`config.mk`:
```
export PLATFORM = sky130hd
export DESIGN_NAME = cache_flush_walker
export DESIGN_NICKNAME = d
export VERILOG_FILES = /design/src/rtl/cache_flush_pkg.sv /design/src/rtl/cache_flush_walker.sv
export SDC_FILE = /design/constraint.sdc
export NUM_CORES = 1
export LEC_CHECK = 0
export CELL_PAD_IN_SITES_DETAIL_PLACEMENT = 1
export CELL_PAD_IN_SITES_GLOBAL_PLACEMENT = 2
export CORE_MARGIN = 4
export CORE_UTILIZATION = 20
export DETAILED_ROUTE_END_ITERATION = 16
export PLACE_DENSITY_LB_ADDON = 0.1
export SLEW_MARGIN = 20
export SYNTH_ARGS = -nofsm -noshare
export SYNTH_HDL_FRONTEND = slang
export SYNTH_SLANG_ARGS = --single-unit
export TNS_END_PERCENT = 10
```
`constraint.sdc`:
```
create_clock -name clk -period 2.1 [get_ports clk]
set_clock_uncertainty 0.15 [all_clocks]
set_input_delay 0.63 -clock clk [delete_from_list [all_inputs] [get_ports clk]]
set_output_delay 0.63 -clock clk [all_outputs]
set_load 0.03 [all_outputs]
```
`src/rtl/cache_flush_pkg.sv`:
```
// cache_flush_pkg: shared widths, walker state type and line-address builder
package cache_flush_pkg;
  localparam int S_INDEX_DEF  = 4;
  localparam int S_TAG_DEF    = 23;
  localparam int S_OFFSET_DEF = 5;
  typedef enum logic [2:0] {IDLE, SCAN, WB, CLEAR, DONE} flush_state_t;
  function automatic logic [31:0] line_addr(input logic [31:0] tag, input logic [31:0] index,
                                            input int s_index, input int s_offset);
    return (tag << (s_index + s_offset)) | (index << s_offset);
  endfunction
endpackage

```
`src/rtl/cache_flush_walker.sv`:
```
// cache_flush_walker: walks all sets on flush, writes back valid+dirty lines, clears dirty (CACHE_FLUSH_INVALIDATE_EN also invalidates)
module cache_flush_walker
  import cache_flush_pkg::*;
#(
  parameter int S_INDEX  = S_INDEX_DEF,
  parameter int S_TAG    = S_TAG_DEF,
  parameter int S_OFFSET = S_OFFSET_DEF
) (
  input  logic               clk,
  input  logic               rst,
  input  logic               flush_req,
  output logic               flush_busy,
  output logic               flush_done,
  output logic [S_INDEX-1:0] arr_index,
  input  logic               valid_in,
  input  logic               dirty_in,
  input  logic [S_TAG-1:0]   tag_in,
  output logic               dirty_load,
  output logic               dirty_datain,
  output logic               valid_load,
  output logic               valid_datain,
  output logic               wb_req,
  output logic [31:0]        wb_addr,
  input  logic               wb_ack
);
  flush_state_t       state, state_n;
  logic [S_INDEX-1:0] idx, idx_n;
  logic [31:0]        addr_n;
  logic               last;
  assign last         = &idx;
  assign arr_index    = idx;
  assign flush_busy   = state != IDLE;
  assign flush_done   = state == DONE;
  assign wb_req       = state == WB;
  assign dirty_load   = state == CLEAR;
  assign dirty_datain = 1'b0;
  assign valid_datain = 1'b0;
`ifdef CACHE_FLUSH_INVALIDATE_EN
  assign valid_load   = state == CLEAR;
`else
  assign valid_load   = 1'b0;
`endif
  // state, index and latched writeback address
  always_ff @(posedge clk) begin
    if (rst) begin
      state   <= IDLE;
      idx     <= '0;
      wb_addr <= '0;
    end else begin
      state   <= state_n;
      idx     <= idx_n;
      wb_addr <= addr_n;
    end
  end
  // next state: scan sets in order, detour through WB/CLEAR for lines needing maintenance
  always_comb begin
    state_n = state;
    idx_n   = idx;
    addr_n  = wb_addr;
    case (state)
      IDLE: begin
        state_n = flush_req ? SCAN : IDLE;
        idx_n   = '0;
      end
      SCAN: begin
        if (valid_in && dirty_in) begin
          state_n = WB;
          addr_n  = line_addr(32'(tag_in), 32'(idx), S_INDEX, S_OFFSET);
        end
`ifdef CACHE_FLUSH_INVALIDATE_EN
        else if (valid_in) state_n = CLEAR;
`endif
        else if (last) state_n = DONE;
        else idx_n = idx + 1'b1;
      end
      WB: state_n = wb_ack ? CLEAR : WB;
      CLEAR: begin
        state_n = last ? DONE : SCAN;
        idx_n   = last ? idx : idx + 1'b1;
      end
      DONE: begin
        state_n = IDLE;
        idx_n   = '0;
      end
      default: state_n = IDLE;
    endcase
  end
endmodule

```
==> flow_metrics.py, run 1 <==
metrics = {
    "synth": {
        "synth_area_mm2": 0.001379,
        "synth_seq_area_share": 0.4936,
        "synthFlopType": "dfxtp_1",
        "synthCells": 173,
        "synth_common_cells": "57 x nand2_1, 34 x dfxtp_1, 28 x a21oi_1",
        "synth_top_area_frac": 0.4936,
        "yosys.area.top_type": "dfxtp_1",
        "yosysMostFrequentCell": "nand2_1",
        "synth.distinct_cells": 32,
        "synth_edf_count": 0,
        "async_flop_share": 0,
        "ys_ff_latch": 34,
        "yosys-top-cells-area": "dfxtp_1 49%, nand2_1 16%, a21oi_1 10%",
        "avgSynthCellArea_um2": 7.970,
        "yosysWarnings": 0,
    },
    "detailed_routing": {
        "vias_per_cell": 4.281,
        "avgRoutedWirePerCell_um": 14.23,
        "wl_um": 4555,
        "dr.pass1.iters": 4,
        "drt.antenna.violating_nets": 0,
        "route.vias.total": 1370,
        "drt_iter0_drc": 30,
        "drcViolationCount": 0,
    },
    "cts": {
        "cts_tree": "built",
        "clock_sinks": 34,
        "ctsHoldBuffers": 0,
        "cts_buffers": 5,
        "root_buffer": "clkbuf_8",
        "htree_levels": 2,
        "worstSkewPairLatency_ns": 0.28,
        "clk_pin_slew_ns": 0.07,
        "clk_path_buf_depth": 2,
    },
    "pwr": {
        "power.leakage_nw": 1.192,
        "p_total_mw": 1.405,
        "power.density_mw_per_mm2": 627.7,
        "max-vdd-ir-drop_mv": 0.2132,
    },
    "critical_path": {
        "start_kind": "flop",
        "worstSetupPathType": "flop to output pin",
        "cp.required_ns": 1.32,
        "cp_max_fo": 6,
        "cp.arrival_ns": 1.30,
        "critPathCaptureType": "output pin",
        "r2r-start": "arr_index[0]",
        "r2r_end": "arr_index[0]",
        "reg2reg_slack_ns": 0.33,
        "reg2reg_depth": 5,
    },
    "die": {
        "fp.dieW_um": 91.03,
        "initial_utilization": 0.2111,
        "ios": 72,
        "die_h_um": 91.03,
        "rows": 29,
        "dieArea_mm2": 0.008286,
        "core_mm2": 0.006531,
    },
    "final_layout": {
        "area_growth_syn_to_layout_pct": 62.34,
        "nNetsFinal": 272,
        "fill_cells": 777,
        "drive_gt1_frac": 0.09877,
        "fin_cells": 320,
        "antenna_cells": 0,
    },
    "timing": {
        "fin_crit_sh": 0.9912,
        "clock.fmax_mhz": 480.4,
        "rsz0062_at_grt": "yes",
        "hold_viol": 0,
        "slew_violations": 0,
        "fin_crit_ns": 2.082,
        "setup-violations-final": 0,
    },
    "global_routing": {
        "gr-total-overflow": 0,
        "antenna_found_initial": 0,
        "grt_pass1_wl_um": 7458,
        "grt_max_degree": 19,
        "track_usage": 0.1104,
        "grt_pass1_vias": 1482,
    },
    "placed_design": {
        "gp_congestion": 0.7501,
        "io_buffers": 63,
        "dpl.cell_count": 312,
        "dp_hpwl_um": 3459,
    },
    "run": {
        "drv_cap": 0,
    },
    "hold_path": {
        "whs_endpoint": "wb_addr[19]",
        "hold_class": "flop to flop",
        "worst_hold_path.num_cells": 2,
        "min_from": "wb_addr[19]",
    },
    "status": {
        "status": "complete, no violations",
    },
}
==> repair_timing <==
item,CTS,global route
buffers inserted,0,0
setup endpoints to repair,10,21
gates resized for setup,12,20
==> sequential cells by signal, indices dropped and copies added (netlist names) <==
register	count
arr_index	4
state	3
wb_addr	27
==> layout by cell type (no fill, tap or decap), drive strengths merged, types with 2 or more instances in the layout <==
cell	synthesis	routed
nor3	2	2
or3	2	2
nand4	2	2
nand2	57	57
and2	4	4
nor2	3	3
dfxtp	34	34
dlygate4sd2	0	9
buf	13	14
a31oi	4	4
conb	1	8
dlymetal6s2s	0	20
mux2i	2	2
a21oi	28	28
clkbuf	6	7
clkdlybuf4s50	0	30
==> how the worst max path moves through the flow <==
stage                          start            to  slack (ns)  cells past startpoint
after floorplan             state[0]        wb_req        0.14                      2
after global placement      valid_in  arr_index[3]       -0.06                      5
after detailed placement    valid_in   wb_addr[28]       -0.15                      6
after CTS                 wb_addr[6]    wb_addr[6]      0.0007                      1
after global routing        state[2]    dirty_load       -0.03                      4
final                       state[2]    dirty_load        0.02                      4
==> per-layer routing <==
layer  wire length, um  vias up  track usage
li1                  -      694            -
met1              2084      626       0.1401
met2              2123       46       0.1778
met3               306        4      0.03884
met4                40        0      0.03015
met5                 0        -            0
==> worst max-delay path, cell delays in order, from the launching register on <==
cell,delay [ns]
dfxtp_1,0.33
buf_4,0.14
and2b_1,0.22
and2_1,0.17
buf_4,0.16
==> logic make-up after synthesis <==
family                   after synthesis  share of synthesized area
AND/OR/NAND/NOR                       80                     0.2586
buffers and inverters                 20                    0.08438
multiplexers                           2                    0.01452
AO/OA/AOI/OAI                         35                     0.1370
other                                  1                   0.002720
flip-flops                            34                     0.4936
adder cells (fa/ha/maj)                1                   0.009073
==> report_power, final <==
group          switching, mW  internal [mW]  leakage, nW
clock                  0.241          0.265       0.0482
combinational          0.126          0.104        0.869
sequential           0.00850          0.661        0.275
==> area by class of cell <==
type | count | area (um2) | share of cell area
tap | 77 | 96.34 | 0.04304
timing repair buffer | 74 | 758.2 | 0.3387
sequential | 34 | 680.7 | 0.3041
clock buffer | 7 | 86.33 | 0.03857
multi-input combinational | 126 | 608.1 | 0.2717
clock inverter | 1 | 5.005 | 0.002236
inverter | 1 | 3.754 | 0.001677
==> per-stage QoR <==
stage | utilization | area, um2 | hold slack (ns) | worst slack, ns | TNS [ns]
after floorplan | - | 1405 | 0.3318 | 0.1380 | 0
after global placement | 0.3226 | 2107 | 0.2923 | -0.05958 | -1.017
after detailed placement | 0.3226 | 2107 | 0.2981 | -0.1510 | -2.997
after CTS | 0.3351 | 2188 | 0.3085 | 0.0007366 | 0
after global routing | 0.3427 | 2238 | 0.3299 | -0.03130 | -0.03130
final | 0.3427 | 2238 | 0.3044 | 0.01846 | 0
Note: power is estimated with default switching activity, not from simulation.
==> run 2, diff against run 1 <==
Settings changed: SKIP_LAST_GASP set to 1.
==> run 2 against run 1 <==
Compared with the run above:
- the flow now finishes with violations (negative setup slack)
- sequential share of layout area is 0.48 points higher
- sequential power barely moved
- combinational power is essentially flat
- clock power about the same
- hold slack improved by 0.0027 ns
- utilization down 0.54 points
- largest power group unchanged
- fmax decreased by 1.4%
- register-to-register slack hardly changed
- cell area decreased by 1.6%
==> flow_metrics.py, run 2 (synthesis results as in run 1) <==
metrics = {
    "critical_path": {
        "critPathSlowestCell": "clkdlybuf4s50_1",
        "cp_max_fo": 2,
        "crit_chain": "clkdlybuf4s50_1",
        "start_kind": "flop",
        "cp.arrival_ns": 1.33,
        "critPathTopFamily": "buffers and inverters",
        "max_stage_delay_ns": 0.68,
        "critPathBufInv": 1,
        "cp.required_ns": 1.32,
        "worstSetupPathType": "flop to output pin",
        "critPathCaptureType": "output pin",
    },
    "timing": {
        "layout_setup_ws_ns": -0.01174,
        "setup_tns_ns": -0.01321,
        "fin_crit_ns": 2.112,
        "slew_violations": 0,
        "hold_viol": 0,
        "clock.fmax_mhz": 473.5,
        "holdWs_ns": 0.3071,
        "rsz0062_at_grt": "yes",
        "fin_crit_sh": 1.006,
        "setup-violations-final": 2,
    },
    "pwr": {
        "power.density_mw_per_mm2": 639.3,
        "p_seq_frac": 0.476,
        "max-vdd-ir-drop_mv": 0.2145,
        "power.leakage_nw": 0.8455,
        "pwr-share-clk": 0.359,
        "p_comb_frac": 0.165,
        "p_int_mw": 1.033,
        "netSwitchingPower_mw": 0.3757,
        "p_sw_frac": 0.2667,
    },
    "detailed_routing": {
        "drt.antenna.violating_nets": 0,
        "dr.pass1.iters": 4,
        "drcViolationCount": 0,
        "route.vias.total": 1366,
        "wl_um": 4512,
        "drt_iter0_drc": 29,
        "vias_per_cell": 4.269,
        "avgRoutedWirePerCell_um": 14.10,
    },
    "global_routing": {
        "grt_max_degree": 19,
        "grt_pass1_vias": 1483,
        "track_usage": 0.1106,
        "antenna_found_initial": 0,
        "grt_pass1_wl_um": 7472,
        "gr-total-overflow": 0,
    },
    "placed_design": {
        "gp_congestion": 0.7501,
        "dp_hpwl_um": 3459,
        "io_buffers": 63,
    },
    "die": {
        "rows": 29,
        "core_mm2": 0.006531,
        "ios": 72,
        "initial_utilization": 0.2111,
        "fp.dieW_um": 91.03,
        "dieArea_mm2": 0.008286,
        "die_h_um": 91.03,
    },
    "cts": {
        "clk_pin_slew_ns": 0.07,
        "cts_tree": "built",
        "cts_buffers": 5,
        "post_cts_resized": 2,
        "cts_setup_buffers": 0,
        "ctsHoldBuffers": 0,
        "root_buffer": "clkbuf_8",
        "htree_levels": 2,
        "clock_sinks": 34,
        "worstSkewPairLatency_ns": 0.28,
        "clk_path_buf_depth": 2,
    },
    "status": {
        "status": "finished with violations",
        "violations": "negative setup slack",
    },
    "final_layout": {
        "area_growth_syn_to_layout_pct": 59.80,
        "fill_cells": 782,
        "nNetsFinal": 272,
        "drive_gt1_frac": 0.09465,
        "top_register": "wb_addr",
        "most-common-layout-cells": "57 x nand2_1, 55 x clkdlybuf4s50_1, 34 x dfxtp_1",
        "largest_register_ffs": 27,
        "antenna_cells": 0,
        "final_common_cell": "nand2_1",
    },
    "run": {
        "drv_cap": 0,
    },
    "hold_path": {
        "hold_class": "flop to flop",
    },
}
run 2: area by class of cell:
type | instances | area, um2 | share of cell area
Tap cell | 77 | 96.34 | 0.04373
Inverter | 1 | 3.754 | 0.001704
Timing Repair Buffer | 74 | 723.2 | 0.3282
Clock inverter | 1 | 5.005 | 0.002271
Multi-Input combinational cell | 126 | 608.1 | 0.2760
Clock buffer | 7 | 86.33 | 0.03918
Sequential cell | 34 | 680.7 | 0.3089
run 2: routing by layer:
layer / GRT usage / vias up / share of wire
met5: 0 / - / 0
met4: 0.03015 / 0 / 0.0089
met3: 0.03884 / 4 / 0.066
met2: 0.1778 / 46 / 0.46
met1: 0.1406 / 621 / 0.46
li1: - / 695 / -
run 2: per-stage QoR:
step	utilization	cells	setup WS, ns	area [um2]	power, mW
after floorplan	-	180	0.1380	1405	0.8138
after global placement	0.3226	312	-0.05958	2107	0.9175
after detailed placement	0.3226	312	-0.1510	2107	0.9222
after CTS	0.3362	320	-0.1246	2196	1.434
after global routing	0.3374	320	-0.06748	2203	1.480
final	0.3374	320	-0.01174	2203	1.409
run 2: path summary, 6_finish.rpt:
| path | to | start | cells after the start | slack, ns |
|---|---|---|---|---|
| min reg2reg | wb_addr[19] | wb_addr[19] | 2 | 0.31 |
| max | wb_addr[8] | wb_addr[8] | 1 | -0.01 |
| min | wb_addr[19] | wb_addr[19] | 2 | 0.31 |
| max reg2reg | arr_index[0] | arr_index[0] | 5 | 0.33 |
run 2: power by group through the flow:
stage | clock (mW) | combinational, mW | sequential (mW)
after floorplan | 0 | 0.101 | 0.712
after global placement | 0 | 0.233 | 0.684
after detailed placement | 0 | 0.237 | 0.685
after CTS | 0.527 | 0.236 | 0.670
after global routing | 0.556 | 0.252 | 0.672
final | 0.506 | 0.232 | 0.670
run 2: tightest hold or removal path: stages (launching register included):
cell     delay (ns)
dfxtp_1        0.31
nand2_1        0.05
a21oi_1        0.05
==> run 3, diff against run 2 <==
Settings changed: ABC_AREA set to 0.
==> results of run 3 <==
Same layout as run 2: the final DEF is identical, and so are final timing and power.
